--- src/rtl/mem_port_arbiter.sv ---
// Single-port RAM arbiter for fetch, data and debug requesters.
// Define MEM_ARB_DBG_EN to enable the debug port and its burst limiter.
module mem_port_arbiter #(
  parameter int ADDR_W    = 32,
  parameter int RAM_SIZE  = 4096,
  parameter int DBG_BURST = 4
) (
  input  logic                          clk,
  input  logic                          rst,
  input  logic                          if_req,
  input  logic [ADDR_W-1:0]             if_addr,
  output logic                          if_gnt,
  output logic                          if_rvalid,
  output logic [31:0]                   if_rdata,
  input  logic                          dm_req,
  input  logic                          dm_we,
  input  logic [3:0]                    dm_be,
  input  logic [ADDR_W-1:0]             dm_addr,
  input  logic [31:0]                   dm_wdata,
  output logic                          dm_gnt,
  output logic                          dm_rvalid,
  output logic [31:0]                   dm_rdata,
  input  logic                          dbg_req,
  input  logic                          dbg_we,
  input  logic [ADDR_W-1:0]             dbg_addr,
  input  logic [31:0]                   dbg_wdata,
  output logic                          dbg_gnt,
  output logic                          dbg_rvalid,
  output logic [31:0]                   dbg_rdata,
  output logic                          mem_en,
  output logic [3:0]                    mem_we,
  output logic [$clog2(RAM_SIZE)-3:0]   mem_addr,
  output logic [31:0]                   mem_wdata,
  input  logic [31:0]                   mem_rdata,
  output logic                          err
);

  localparam int AW = $clog2(RAM_SIZE);

  typedef enum logic [1:0] {
    OWN_NONE,
    OWN_IF,
    OWN_DM,
    OWN_DBG
  } own_t;

  own_t              own_q;
  own_t              own_d;
  logic              flt_q;
  logic              err_q;
  logic              last_dm;
  logic              cpu_req;
  logic              dbg_win;
  logic              if_win;
  logic              dm_win;
  logic              any_win;
  logic              rd_win;
  logic              fault;
  logic [ADDR_W-1:0] sel_addr;
  logic              sel_wr;
  logic [3:0]        sel_be;
  logic [31:0]       sel_wdata;
  logic [31:0]       rd_val;

  assign cpu_req = if_req | dm_req;

`ifdef MEM_ARB_DBG_EN
  localparam int CW = $clog2(DBG_BURST + 1);

  logic [CW-1:0] dbg_cnt;
  logic          dbg_block;

  assign dbg_block = (dbg_cnt == CW'(DBG_BURST)) && cpu_req;
  assign dbg_win   = !rst && dbg_req && !dbg_block;

  // Only debug grants that starve a waiting CPU port count.
  always_ff @(posedge clk) begin
    if (rst) begin
      dbg_cnt <= '0;
    end else if (!dbg_req || if_win || dm_win) begin
      dbg_cnt <= '0;
    end else if (dbg_win && cpu_req) begin
      dbg_cnt <= dbg_cnt + CW'(1);
    end
  end
`else
  logic unused_dbg;

  assign unused_dbg = ^{dbg_req, dbg_we,
                        dbg_addr, dbg_wdata};
  assign dbg_win    = 1'b0;
`endif

  assign if_win = !rst && !dbg_win && if_req
                  && (!dm_req || last_dm);
  assign dm_win = !rst && !dbg_win && dm_req
                  && (!if_req || !last_dm);

  always_comb begin
    sel_addr  = '0;
    sel_wr    = 1'b0;
    sel_be    = 4'h0;
    sel_wdata = 32'h0;
    own_d     = OWN_NONE;
    unique case (1'b1)
`ifdef MEM_ARB_DBG_EN
      dbg_win: begin
        sel_addr  = dbg_addr;
        sel_wr    = dbg_we;
        sel_be    = 4'hF;
        sel_wdata = dbg_wdata;
        own_d     = OWN_DBG;
      end
`endif
      dm_win: begin
        sel_addr  = dm_addr;
        sel_wr    = dm_we;
        sel_be    = dm_be;
        sel_wdata = dm_wdata;
        own_d     = OWN_DM;
      end
      if_win: begin
        sel_addr = if_addr;
        own_d    = OWN_IF;
      end
      default: ;
    endcase
  end

  assign any_win = dbg_win | dm_win | if_win;
  assign rd_win  = any_win && !sel_wr;
  assign fault   = (sel_addr[1:0] != 2'b00)
                   || ((sel_addr >> AW) != '0);

  assign if_gnt    = if_win;
  assign dm_gnt    = dm_win;
  assign dbg_gnt   = dbg_win;
  assign mem_en    = any_win && !fault;
  assign mem_we    = (mem_en && sel_wr) ? sel_be : 4'h0;
  assign mem_addr  = sel_addr[AW-1:2];
  assign mem_wdata = sel_wdata;

  always_ff @(posedge clk) begin
    if (rst) begin
      own_q   <= OWN_NONE;
      flt_q   <= 1'b0;
      err_q   <= 1'b0;
      last_dm <= 1'b1;
    end else begin
      own_q <= rd_win ? own_d : OWN_NONE;
      flt_q <= fault;
      err_q <= any_win && fault;
      if (if_win) begin
        last_dm <= 1'b0;
      end else if (dm_win) begin
        last_dm <= 1'b1;
      end
    end
  end

  // Outputs are held quiet during reset even if a read was in flight.
  assign rd_val    = flt_q ? 32'h0 : mem_rdata;
  assign if_rvalid = !rst && (own_q == OWN_IF);
  assign dm_rvalid = !rst && (own_q == OWN_DM);
  assign if_rdata  = if_rvalid ? rd_val : 32'h0;
  assign dm_rdata  = dm_rvalid ? rd_val : 32'h0;
  assign err       = !rst && err_q;

`ifdef MEM_ARB_DBG_EN
  assign dbg_rvalid = !rst && (own_q == OWN_DBG);
  assign dbg_rdata  = dbg_rvalid ? rd_val : 32'h0;
`else
  assign dbg_rvalid = 1'b0;
  assign dbg_rdata  = 32'h0;
`endif

endmodule

--- config.mk ---
export PLATFORM = sky130hd
export DESIGN_NAME = mem_port_arbiter
export DESIGN_NICKNAME = d
export VERILOG_FILES = /design/src/rtl/mem_port_arbiter.sv
export SDC_FILE = /design/constraint.sdc
export NUM_CORES = 1
export LEC_CHECK = 0
export ABC_AREA = 1
export CORE_AREA = 8 8 131 133
export CTS_CLUSTER_DIAMETER = 120
export CTS_CLUSTER_SIZE = 40
export DETAILED_ROUTE_END_ITERATION = 12
export DIE_AREA = 0 0 139 141
export MAX_ROUTING_LAYER = met4
export PLACE_DENSITY_LB_ADDON = 0.15
export SKIP_LAST_GASP = 1
export SLEW_MARGIN = 10
export SYNTH_ARGS = -nofsm -noshare
export SYNTH_HDL_FRONTEND = slang
export SYNTH_SLANG_ARGS = --single-unit
--- constraint.sdc ---
create_clock -name clk -period 1.4 [get_ports clk]
set_clock_uncertainty 0.15 [all_clocks]
set_input_delay 0.35 -clock clk [delete_from_list [all_inputs] [get_ports clk]]
set_output_delay 0.35 -clock clk [all_outputs]
set_load 0.005 [all_outputs]
==> flow_summary.ini <==
[status]
outcome = finished, violations left
violations = negative setup slack

[global_routing]
grt_max_degree = 20
grt_pass1_vias = 3204
antenna_found_initial = 0
track_usage_pct = 11.13
grt_pass1_wl_mm = 16.96
overflow = 0

[cells_and_area]
stdcell_area_um2 = 5341
layout-drive-gt1-share_pct = 51.25
seq_area_um2 = 112.6
fin_nets = 805
area_delta_synth_final_pct = 241.2
nFillCells = 1600
diodes = 0
instances_no_fill = 789
multi_input_area_um2 = 1715

[detailed_routing]
drtAntennaViolNets = 0
wl_per_cell_um = 14.49
via_count = 2874
viasPerCell = 3.643
wl_mm = 11.43
drt_iter0_drc = 36
drc_errors = 0
firstDrtPassIters = 3

[yosys]
yosysWarnings = 0
synth.avg_cell_area_um2 = 5.166
syn_inst = 303
yosysSeqAreaShare_pct = 6.395
synth.ff_latch_count = 5
synth.distinct_cells = 21
synthesis.area_um2 = 1565

[min_path]
hold_path_end = own_q[0]
hp-start = if_req
min_path_cells = 3
min_path_type = input port to flip-flop

[worst_setup_path]
crit_chain = dlygate4sd2_1 -> nor2_1 -> nand2_1 -> nor2_1 -> nand3_2 -> nand2_8 -> nand3_4 -> nor2_1 -> buf_2
crit_path_top_delay_cell = dlygate4sd2_1
reg2reg_to = last_dm
rrSetupSlack_ns = -0.02
cp_common_cell = nor2_1
critical_path_class = input port to primary output
critPathArrivalTime_ns = 1.44
max_stage_delay_ns = 0.23
ff2ff_path_depth = 8
cp.required_ns = 0.90
critPathCaptureType = primary output
timing.rr.start = last_dm
critPathLaunch = dm_addr[29]
critPathLaunchType = input port
cp_max_fo = 4

[floorplan]
die_h_um = 141
core_area_um2 = 14980
die_area_um2 = 19600
boundaryPins = 353
num_rows = 45
die_w_um = 139
start_util_pct = 10.45

[clock_tree]
cts-root-buf = clkbuf_16
clk_pin_slew_ns = 0.03
clock_latency_ns = 0.23
hold_buffers = 0
clock_sinks = 5
cts_buffer_depth = 2
htree_levels = 1
cts_tree = done
numCtsBuffers = 3

[timing]
fmax_ghz = 0.5161
setup_slack_ns = -0.5377
rsz0062_at_grt = yes
finalCritPeriodShare_pct = 138.4
fin_setup_tns_ns = -45.50
hold_viol = 0
drv_slew = 0
min_period_ns = 1.938
setup-violations-final = 116

[place]
post-place-ws_ns = -1.291
dp_hpwl_mm = 8.957
placed_area_um2 = 4558
gp_congestion = 0.7074
io_buffer_count = 252
placedCellCount = 742

[power_and_ir_drop]
sequentialPowerShare_pct = 9.3
irDropWorstVdd_mv = 0.3087
share_comb_of_total_power_pct = 65.8
finalPower_mw = 1.920
p_int_mw = 1.247
leakagePower_nw = 2.656
power_density_nw_per_um2 = 359.5
switching_share_pct = 35.04
p_switching_mw = 0.6730
p_clk_share_pct = 25.0

[job]
max_cap_violations = 0
[through the flow]
step | hold WS (ns) | utilization (%)
final | 0.2949 | 35.66
after global routing | 0.3097 | 35.66
after CTS | 0.2934 | 33.13
after detailed placement | 0.3538 | 30.43
after global placement | 0.3643 | 30.43
after floorplan | 0.2691 | -
[worst max-delay path by stage]
stage	to	slack, ns
final	mem_we[3]	-0.54
after global placement	mem_wdata[11]	-1.27
after global routing	mem_we[0]	-0.59
after CTS	mem_we[0]	-0.57
after detailed placement	mem_wdata[11]	-1.29
after floorplan	mem_we[0]	-0.13
[power groups by stage]
stage          Combinational [mW]  Clock [mW]  Sequential (mW)
2_1_floorplan               0.408           0            0.164
3_3_place_gp                 1.01           0            0.179
3_5_place_dp                 1.01           0            0.179
4_1_cts                      1.16       0.492            0.179
5_1_grt                      1.36       0.501            0.181
6_report                     1.26       0.480            0.178
[per-layer routing]
layer	global-route usage, %	routed length [um]
met1	11.05	4184
met2	21.64	6338
met3	2.971	845
met4	1.906	63
met5	-	0
[worst max-delay path, delay by kind of cell]
family | cells | cell delay [ns]
AND/OR/NAND/NOR | 7 | 0.73
buffers and inverters | 2 | 0.35
[what timing repair did]
| item | in CTS | in global routing |
|---|---|---|
| cloned | 7 | 1 |
| pin swaps | 60 | 34 |
| buffers inserted | 33 | 7 |
| resized for setup | 588 | 110 |
| setup endpoints to repair | 119 | 116 |
[registers in the layout (all words and copies together) (netlist names)]
signal	flops
flt_q	1
last_dm	1
err_q	1
own_q	2
[cell families (layout without fill, tap and decap cells)]
kind of cell | count (synthesis) | after routing | synth area share, %
flip-flops | 5 | 5 | 6.395
other | 1 | 34 | 0.2396
buffers and inverters | 129 | 394 | 41.81
AND/OR/NAND/NOR | 154 | 154 | 44.44
AO/OA/AOI/OAI | 14 | 14 | 7.114
[placed cells by master, fill, tap and decap left out, drive strengths merged]
| cell | Yosys | routed |
|---|---|---|
| buf | 49 | 162 |
| clkdlybuf4s50 | 0 | 88 |
| inv | 77 | 77 |
| nor3 | 65 | 65 |
| nor2 | 65 | 65 |
| dlygate4sd2 | 0 | 36 |
| conb | 1 | 34 |
| clkdlybuf4s15 | 0 | 22 |
| nand2 | 17 | 17 |
| a22o | 10 | 10 |
| clkbuf | 3 | 9 |
| nand3 | 5 | 5 |
| dfxtp | 5 | 5 |
| a21oi | 4 | 4 |
| or2 | 2 | 2 |
[final cells by class]
cell class	instances	share of cell area, %
well taps	188	4.404
multi-input cells	202	32.12
clock buffers	4	1.476
inverters	77	5.739
repair buffers	313	54.16
flip-flops and latches	5	2.108
[Yosys cell counts]
| cell type | number | area [um^2] |
|---|---|---|
| inv_1 | 74 | 277.8 |
| nor2_1 | 65 | 244.0 |
| nor3_1 | 64 | 320.3 |
| buf_4 | 35 | 262.8 |
| nand2_1 | 16 | 60.06 |
| a22o_1 | 10 | 87.58 |
| buf_2 | 7 | 35.03 |
| dfxtp_1 | 5 | 100.1 |
| buf_6 | 4 | 45.04 |
| a21oi_1 | 3 | 15.01 |
| buf_1 | 3 | 11.26 |
| clkbuf_1 | 3 | 11.26 |
| inv_2 | 3 | 11.26 |
| nand3_1 | 3 | 15.01 |
| or2_0 | 2 | 12.51 |
| a21oi_2 | 1 | 8.760 |
| conb_1 | 1 | 3.750 |
| nand2_2 | 1 | 6.260 |
| nand3_2 | 1 | 10.01 |
| nand3_4 | 1 | 17.52 |
| nor3_2 | 1 | 10.01 |
No activity file was read; power rests on OpenSTA's default activity.
